`config.mk`:
```
export PLATFORM = sky130hd
export DESIGN_NAME = blink_64_dec_ctrl
export DESIGN_NICKNAME = d
export VERILOG_FILES = /design/src/rtl/blink_pkg.sv /design/src/rtl/blink_res_fifo.sv /design/src/rtl/blink_64_dec_ctrl.sv
export SDC_FILE = /design/constraint.sdc
export NUM_CORES = 1
export LEC_CHECK = 0
export ABC_CLOCK_PERIOD_IN_PS = 2500
export BUFFER_PORTS_ARGS = -buffer_cell sky130_fd_sc_hd__buf_2
export CAP_MARGIN = 30
export CELL_PAD_IN_SITES_DETAIL_PLACEMENT = 1
export CELL_PAD_IN_SITES_GLOBAL_PLACEMENT = 1
export CORE_ASPECT_RATIO = 0.8
export CORE_UTILIZATION = 35
export CTS_CLUSTER_SIZE = 28
export DETAILED_ROUTE_END_ITERATION = 16
export PLACE_DENSITY_LB_ADDON = 0.1
export SYNTH_ARGS = -nofsm -noshare
export SYNTH_HDL_FRONTEND = slang
export SYNTH_SLANG_ARGS = --single-unit
```
`constraint.sdc`:
```
create_clock -name clk -period 2.5 [get_ports clk]
set_clock_uncertainty 0.05 [all_clocks]
set_input_delay 0.375 -clock clk [delete_from_list [all_inputs] [get_ports clk]]
set_output_delay 0.375 -clock clk [all_outputs]
set_load 0.03 [all_outputs]
```
`src/rtl/blink_pkg.sv`:
```
// Shared constants and types for the Blink-64/128 decrypt request controller.
// The block width, tweak width and core latency match the round-based core it drives.
package blink_pkg;

  localparam int N        = 64;
  localparam int TW       = 64;
  localparam int CORE_LAT = 14;
  localparam int FIFO_D   = 2;

  typedef enum logic [1:0] {
    IDLE = 2'd0,
    LOAD = 2'd1,
    RUN  = 2'd2
  } blink_state_e;

  localparam int CNT_W = $clog2(CORE_LAT);

  // Counter must hold CORE_LAT-1; keep at least one bit for degenerate latencies.
  function automatic int cnt_width(input int lat);
    return (lat > 1) ? $clog2(lat) : 1;
  endfunction

endpackage

```
`src/rtl/blink_res_fifo.sv`:
```
// Small synchronous result FIFO with registered storage and first-word-fall-through head.
// Pointers carry one extra wrap bit so full and empty are distinguishable without a counter.
module blink_res_fifo
  import blink_pkg::*;
#(
  parameter int DEPTH = 2,
  parameter int WIDTH = 64
) (
  input  logic             clk,
  input  logic             rst,
  input  logic             i_push,
  input  logic [WIDTH-1:0] i_data,
  input  logic             i_pop,
  output logic             o_full,
  output logic             o_valid,
  output logic [WIDTH-1:0] o_data
);

  localparam int AW = $clog2(DEPTH);

  logic [AW:0]      r_wr_ptr;
  logic [AW:0]      r_rd_ptr;
  logic [WIDTH-1:0] r_mem [DEPTH];
  logic             w_empty;
  logic             w_wr_en;
  logic             w_rd_en;

  assign w_empty = (r_wr_ptr == r_rd_ptr);
  assign o_full  = (r_wr_ptr[AW] != r_rd_ptr[AW]) &&
                   (r_wr_ptr[AW-1:0] == r_rd_ptr[AW-1:0]);
  assign w_wr_en = i_push && !o_full;
  assign w_rd_en = i_pop && !w_empty;

  always_ff @(posedge clk or negedge rst) begin
    if (!rst) begin
      r_wr_ptr <= '0;
      r_rd_ptr <= '0;
    end else begin
      if (w_wr_en) begin
        r_wr_ptr <= r_wr_ptr + {{AW{1'b0}}, 1'b1};
      end
      if (w_rd_en) begin
        r_rd_ptr <= r_rd_ptr + {{AW{1'b0}}, 1'b1};
      end
    end
  end

  always_ff @(posedge clk or negedge rst) begin
    if (!rst) begin
      for (int i = 0; i < DEPTH; i++) begin
        r_mem[i] <= '0;
      end
    end else if (w_wr_en) begin
      r_mem[r_wr_ptr[AW-1:0]] <= i_data;
    end
  end

  // Head is read straight from storage registers, so it never changes while not popped.
  assign o_valid = !w_empty;
  assign o_data  = r_mem[r_rd_ptr[AW-1:0]];

endmodule

```
`src/rtl/blink_64_dec_ctrl.sv`:
```
// Request-side controller driving the Blink-64/128 core in decrypt direction:
// accepts one block, pulses the core load, waits the core latency, buffers the result.
module blink_64_dec_ctrl #(
  parameter int N        = blink_pkg::N,
  parameter int TW       = blink_pkg::TW,
  parameter int CORE_LAT = blink_pkg::CORE_LAT,
  parameter int FIFO_D   = blink_pkg::FIFO_D
) (
  input  logic          clk,
  input  logic          rst,
  input  logic          ct_valid,
  output logic          ct_ready,
  input  logic [N-1:0]  ct_data,
  input  logic [TW-1:0] ct_tweak,
  output logic          pt_valid,
  input  logic          pt_ready,
  output logic [N-1:0]  pt_data,
  output logic          core_rst,
  output logic          core_enc,
  output logic [N-1:0]  core_P,
  output logic [TW-1:0] core_T,
  input  logic [N-1:0]  core_C,
  output logic          busy
);

  import blink_pkg::*;

  localparam int CNT_BITS = cnt_width(CORE_LAT);
  localparam logic [CNT_BITS-1:0] CNT_LOAD = CNT_BITS'(CORE_LAT - 1);

  localparam logic [1:0] ST_IDLE = IDLE;
  localparam logic [1:0] ST_LOAD = LOAD;
  localparam logic [1:0] ST_RUN  = RUN;

  logic [1:0]          r_state;
  logic [1:0]          w_state_next;
  logic [CNT_BITS-1:0] r_cnt;
  logic [N-1:0]        r_core_p;
  logic [TW-1:0]       r_core_t;
  logic                w_accept;
  logic                w_push;
  logic                w_fifo_full;

  // No block is in flight while IDLE, so a free FIFO slot is enough to accept;
  // the result of the accepted block then always has room when it is pushed.
  assign ct_ready = rst && (r_state == ST_IDLE) && !w_fifo_full;
  assign w_accept = ct_valid && ct_ready;
  assign w_push   = (r_state == ST_RUN) && (r_cnt == '0);

  always_comb begin
    w_state_next = r_state;
    case (r_state)
      ST_IDLE: if (w_accept) w_state_next = ST_LOAD;
      ST_LOAD: w_state_next = ST_RUN;
      ST_RUN:  if (r_cnt == '0) w_state_next = ST_IDLE;
      default: w_state_next = ST_IDLE;
    endcase
  end

  always_ff @(posedge clk or negedge rst) begin
    if (!rst) begin
      r_state <= ST_IDLE;
      r_cnt   <= '0;
    end else begin
      r_state <= w_state_next;
      if (r_state == ST_LOAD) begin
        r_cnt <= CNT_LOAD;
      end else if ((r_state == ST_RUN) && (r_cnt != '0)) begin
        r_cnt <= r_cnt - 1'b1;
      end
    end
  end

  always_ff @(posedge clk or negedge rst) begin
    if (!rst) begin
      r_core_p <= '0;
      r_core_t <= '0;
    end else if (w_accept) begin
      r_core_p <= ct_data;
      r_core_t <= ct_tweak;
    end
  end

  assign core_rst = (r_state == ST_LOAD);
  assign core_enc = 1'b0;
  assign core_P   = r_core_p;
  assign core_T   = r_core_t;
  assign busy     = (r_state == ST_LOAD) || (r_state == ST_RUN);

  blink_res_fifo #(
    .DEPTH (FIFO_D),
    .WIDTH (N)
  ) u_res_fifo (
    .clk     (clk),
    .rst     (rst),
    .i_push  (w_push),
    .i_data  (core_C),
    .i_pop   (pt_ready),
    .o_full  (w_fifo_full),
    .o_valid (pt_valid),
    .o_data  (pt_data)
  );

endmodule

```
==> results of run 1 <==
==> how the worst min path moves through the flow <==
stage / from / to / slack, ns
after global routing: core_C[34] / u_res_fifo.r_mem[98] / 0.003
final: core_C[55] / u_res_fifo.r_mem[55] / 0.03
after CTS: core_C[34] / u_res_fifo.r_mem[98] / 0.0003
after detailed placement: rst / u_res_fifo.r_mem[70] / 0.20
after floorplan: rst / core_P[0] / 0.03
after global placement: rst / u_res_fifo.r_mem[70] / 0.20
==> synthesized netlist by cell type (3+ instances only) <==
master / number / area [um2]
mux2_2: 271 / 3050
dfrtp_1: 266 / 6660
mux2_4: 50 / 751
buf_2: 21 / 105
clkbuf_1: 9 / 33.8
buf_6: 6 / 67.6
inv_1: 6 / 22.5
xnor2_1: 6 / 52.6
ha_1: 4 / 50.1
nand2_1: 4 / 15.0
nor2_1: 4 / 15.0
o21ai_0: 3 / 15.0
==> power by group <==
part           switching (mW)  total, mW  internal, mW
logic                    5.07       8.10          3.03
clock network            1.78       4.51          2.73
registers               0.652       6.26          5.60
total                    7.50       18.9          11.4
==> state kept, by name, indices dropped and copies added, names as in the netlist <==
| name | cells |
|---|---|
| u_res_fifo.r_mem | 128 |
| core_P | 64 |
| core_T | 64 |
| r_cnt | 4 |
| r_state | 2 |
| u_res_fifo.r_rd_ptr | 2 |
| u_res_fifo.r_wr_ptr | 2 |
==> cell type report <==
class / count / area [um2]
Fill cell: 3098 / 14300
Antenna cell: 1 / 2.50
Multi-Input combinational cell: 361 / 4110
Clock buffer: 42 / 835
Timing Repair Buffer: 583 / 3970
Inverter: 6 / 22.5
Clock inverter: 12 / 166
Tap cell: 413 / 517
Sequential cell: 266 / 6660
==> metal layers <==
metal	GRT usage (%)	routed length, um	share of wire, %
met2	33.6	15600	49
met3	6.22	2220	7.0
met1	24.6	13200	42
met5	0	31	0.097
met4	5.00	765	2.4
==> repair_timing <==
action | 4_1_cts | 5_1_grt
setup buffers | 0 | 0
hold buffers | 174 | 0
hold endpoints to repair | 224 | 0
==> worst max-delay path: cells and delay by family, from the launching register on <==
family	cells	cell delay [ns]
buf+inv	2	0.54
flops	1	0.43
mux	1	0.39
==> metrics by stage <==
step	worst slack (ns)	instance area [um2]	util [%]
CTS	0.0691	16300	53.2
floorplan	0.300	11000	-
detailed placement	0.133	13500	44.2
finish	0.0849	16300	53.2
global route	0.0150	16300	53.2
global placement	0.172	13500	44.2
==> cells by family after synthesis <==
kind of cell / Yosys count / share of synthesized area, %
compound gates: 11 / 0.650
other cells: 1 / 0.0342
fa+ha+maj: 4 / 0.456
buf+inv: 43 / 2.15
simple gates: 17 / 0.878
flops: 266 / 60.6
xor+xnor: 7 / 0.558
mux: 321 / 34.6
==> flow_metrics.tcl, run 1 <==
set metrics [dict create \
    synthDistinctLibCells 29 \
    nets 1447 \
    outcome "finished, final reports clean" \
    instances_no_fill 1684 \
    insertion_delay_ns 0.55 \
    post_cts_resized 0 \
    hold_violations 0 \
    grt_first_pass_wirelength_um 49500 \
    power.density_nw_per_um2 1160 \
    hold_path_class "primary input to flip-flop" \
    routed_wl_um 31900 \
    wl_per_cell_um 18.9 \
    gp_congestion 0.733 \
    slowest_stage "dfrtp_4" \
    r2r_slack_ns 0.11 \
    reg2regPathDepth 7 \
    synth_edf_count 0 \
    hold_path_depth 2 \
    dp_hpwl_um 20300 \
    io_buffers 391 \
    ctsHtreeMaxLevel 1 \
    fmax_mhz 414 \
    clk_path_buf_depth 3 \
    avgSynthCellArea_um2 16.4 \
    io_pins 393 \
    worstSetupEndpointType "primary output" \
    remaining_drc_errors 0 \
    syn_inst 670 \
    final_cell_mix "390 x buf_2, 271 x mux2_2, 265 x dfrtp_1" \
    area_growth_pct 48.3 \
    ant_nets 0 \
    grt_overflow 0 \
    initial_core_util_pct 35.9 \
    min_period_ns 2.42 \
    final_common_cell "buf_2" \
    total_power_mw 18.9 \
    fp.dieW_um 200 \
    crit_path_end "pt_data[23]" \
    dr.pass1.iters 4 \
    reg2reg_to "u_res_fifo.r_mem[16]" \
    cts_made_buffers 29 \
    grt_max_degree 103 \
    die_h_um 160 \
    clk_pin_slew_ns 0.06 \
    crit_chain "buf_12, mux2_2, buf_2" \
    cap_violations 0 \
    die-area_um2 32100 \
    crit_type "flip-flop to primary output" \
    syn_nets 870 \
    via_per_inst 4.57 \
    drtIter0Drc 195 \
    setup-violations-final 0 \
    antenna_found_initial 3 \
    core_area_um2 30600 \
    synth-async-reset-ratio_pct 100 \
    dp_cells 1455 \
    cts_num_sinks 266 \
    cp_data_required_time_ns 2.08 \
    worst-path-max-fanout 67 \
    grt_pass1_vias 8661 \
    finalMaxSlewViolations 0 \
    fin_setup_tns_ns 0 \
    ys_seq_area_share_pct 60.6 \
    synthesis.area_um2 11000 \
    yosys_register_bits 266 \
    vdd.ir_drop.worst_v 0.000713 \
    arrival_ns 1.99 \
    rsz0062_at_grt "false" \
    leakage_nw 8.09 \
    drive_gt1_share_pct 61.7 \
    route.vias.total 7696 \
    reg2reg_from "r_state[0]" \
    cts_root_buffer "clkbuf_16" \
    cp-startpoint "u_res_fifo.r_rd_ptr[0]" \
    max_slew_margin_pct 47.1 \
    cts_tree "yes" \
    worst_pin_slew_ns 0.794 \
    crit_path_max_incr_delay_ns 0.43 \
    yosys_warnings 0 \
    crit_path_start_kind "flip-flop" \
    synth-main-ff-cell "dfrtp_1" \
    min_period_over_period_pct 96.6 \
    whs_ns 0.0263 \
    gr-usage-all-layers_pct 19.9 \
    rows 57 \
]
(Power assumes the default switching activity.)
==> run 2, diff against run 1 <==
- CELL_PAD_IN_SITES_DETAIL_PLACEMENT: 1 -> default
- CELL_PAD_IN_SITES_GLOBAL_PLACEMENT: 1 -> default
- PLACE_DENSITY_LB_ADDON: 0.1 -> default
==> flow_metrics.tcl, run 2 (synthesized netlist as in run 1, its figures left out) <==
set metrics [dict create \
    routed_wl_um 28100 \
    fin_setup_tns_ns 0 \
    nets 1423 \
    setup-violations-final 0 \
    insertion_delay_ns 0.54 \
    crit_type "flip-flop to primary output" \
    vdd.ir_drop.worst_v 0.000925 \
    crit_chain "buf_12, mux2_2, buf_2" \
    core_area_um2 30600 \
    max_slew_margin_pct 51.1 \
    io_buffers 391 \
    hp-start "ct_tweak[51]" \
    rows 57 \
    area_growth_pct 45.5 \
    worst-path-max-fanout 67 \
    reg2regPathDepth 7 \
    clk_path_buf_depth 3 \
    fillers 2562 \
    leakage_nw 7.94 \
    r2r_slack_ns 0.15 \
    gp_congestion 0.757 \
    cp_data_required_time_ns 2.08 \
    seqPwrFrac_pct 34.0 \
    fmax_mhz 416 \
    reg2reg_to "u_res_fifo.r_mem[4]" \
    outcome "finished, final reports clean" \
    min_period_over_period_pct 96.3 \
    rsz0062_at_grt "false" \
    post_cts_resized 0 \
    power_frac_comb_pct 42.8 \
    final_cell_mix "390 x buf_2, 271 x mux2_2, 265 x dfrtp_1" \
    hold_violations 0 \
    clk_pin_slew_ns 0.06 \
    drtIter0Drc 201 \
    hold_path_end "core_T[51]" \
    swShare_pct 39.9 \
    cts_root_buffer "clkbuf_16" \
    ant_nets 0 \
    die_h_um 160 \
    wl_met3_um 1840 \
    route.vias.total 7518 \
    dp_hpwl_um 18600 \
    switchingPower_mw 7.34 \
    top_layer_used "met5" \
    dr.pass1.iters 4 \
    cts_num_sinks 266 \
    crit_path_start_kind "flip-flop" \
    worst_pin_slew_ns 0.733 \
    cts_tree "yes" \
    drive_gt1_share_pct 62.7 \
    via_per_inst 4.53 \
    initial_core_util_pct 35.9 \
    worstSetupEndpointType "primary output" \
    cts_made_buffers 28 \
    fin_area_um2 16000 \
    min_period_ns 2.41 \
    io_pins 393 \
    crit_path_max_incr_delay_ns 0.43 \
    reg2reg_from "r_state[0]" \
    largest_reg_flops 128 \
    p_int_mw 11.1 \
    wl_per_cell_um 16.9 \
    arrival_ns 1.98 \
    fp.dieW_um 200 \
    total_power_mw 18.4 \
    grt_first_pass_wirelength_um 44200 \
    final_common_cell "buf_2" \
    power.density_nw_per_um2 1150 \
    slowest_stage "dfrtp_4" \
    ctsHtreeMaxLevel 1 \
    remaining_drc_errors 0 \
    hold_path_depth 2 \
    finalMaxSlewViolations 0 \
    multi_input_comb_area_um2 4110 \
    placed_cell_area_um2 13500 \
    cap_violations 0 \
    regMostFlops "u_res_fifo.r_mem" \
    met1_length_um 12100 \
    hold_path_class "primary input to flip-flop" \
    met2_length_um 13200 \
    antenna_found_initial 2 \
    gr-usage-all-layers_pct 17.4 \
    die-area_um2 32100 \
    p_clk_share_pct 23.2 \
    seq_area_um2 6660 \
    grt_pass1_vias 8313 \
    grt_overflow 0 \
    grt_max_degree 123 \
]
==> run 2: cell count changes in the layout (fill, tap and decap cells not counted), moves of 2 or more <==
cell           before  now
dlygate4sd3_1     174  155
clkinv_2            6    8
clkbuf_8            6    2
clkbuf_1            7    3
buf_12             10    7
clkinvlp_4          1    4
==> run 2: area by class of cell <==
class,count,share of cell area [%]
multi-input combinational,361,25.7
antenna,1,0.0157
tap,413,3.24
inverter,6,0.141
clock buffer,34,4.79
sequential,266,41.7
timing repair buffer,560,23.2
clock inverter,18,1.17
==> run 2: power groups by stage <==
stage	Clock [mW]	Combinational [mW]	Sequential, mW
after floorplan	0	3.19	8.38
after global placement	0	7.68	6.26
after detailed placement	0	7.73	6.31
after CTS	4.42	7.94	6.24
after global routing	4.60	8.32	6.43
final	4.27	7.88	6.26
==> run 2: per-stage QoR <==
| stage | hold WS, ns | worst slack (ns) | cells | utilization, % |
|---|---|---|---|---|
| after floorplan | 0.0294 | 0.300 | 670 | - |
| after global placement | 0.161 | 0.195 | 1451 | 44.0 |
| after detailed placement | 0.161 | 0.156 | 1451 | 44.0 |
| after CTS | 0.0000917 | 0.0747 | 1658 | 52.2 |
| after global routing | 0.00643 | 0.0222 | 1659 | 52.2 |
| final | 0.0267 | 0.0933 | 1659 | 52.2 |
==> run 2: critical path, delay by kind of cell (launching register included) <==
family / cells / cell delay (ns)
multiplexers: 1 / 0.39
flip-flops: 1 / 0.43
buffers and inverters: 2 / 0.53
==> run 2: worst max-delay path by stage <==
| stage | start | endpoint | slack, ns | cells past startpoint |
|---|---|---|---|---|
| final | u_res_fifo.r_rd_ptr[0] | pt_data[14] | 0.09 | 3 |
| after CTS | u_res_fifo.r_rd_ptr[0] | pt_data[8] | 0.07 | 3 |
| after global routing | r_state[0] | u_res_fifo.r_mem[122] | 0.02 | 7 |
| after floorplan | r_state[0] | u_res_fifo.r_mem[10] | 0.30 | 8 |
| after detailed placement | r_state[0] | u_res_fifo.r_mem[15] | 0.16 | 7 |
| after global placement | r_state[0] | u_res_fifo.r_mem[6] | 0.20 | 7 |
==> run 2: what timing repair did <==
item	CTS	global route
setup buffers	0	0
setup endpoints to repair	0	0
hold endpoints to repair	223	0
hold buffers	155	0
==> run 2: per-layer routing <==
| layer | vias up | track usage (%) |
|---|---|---|
| met1 | 3754 | 22.0 |
| li1 | 3482 | - |
| met5 | - | 0 |
| met2 | 226 | 28.8 |
| met4 | 2 | 5.17 |
| met3 | 54 | 4.83 |
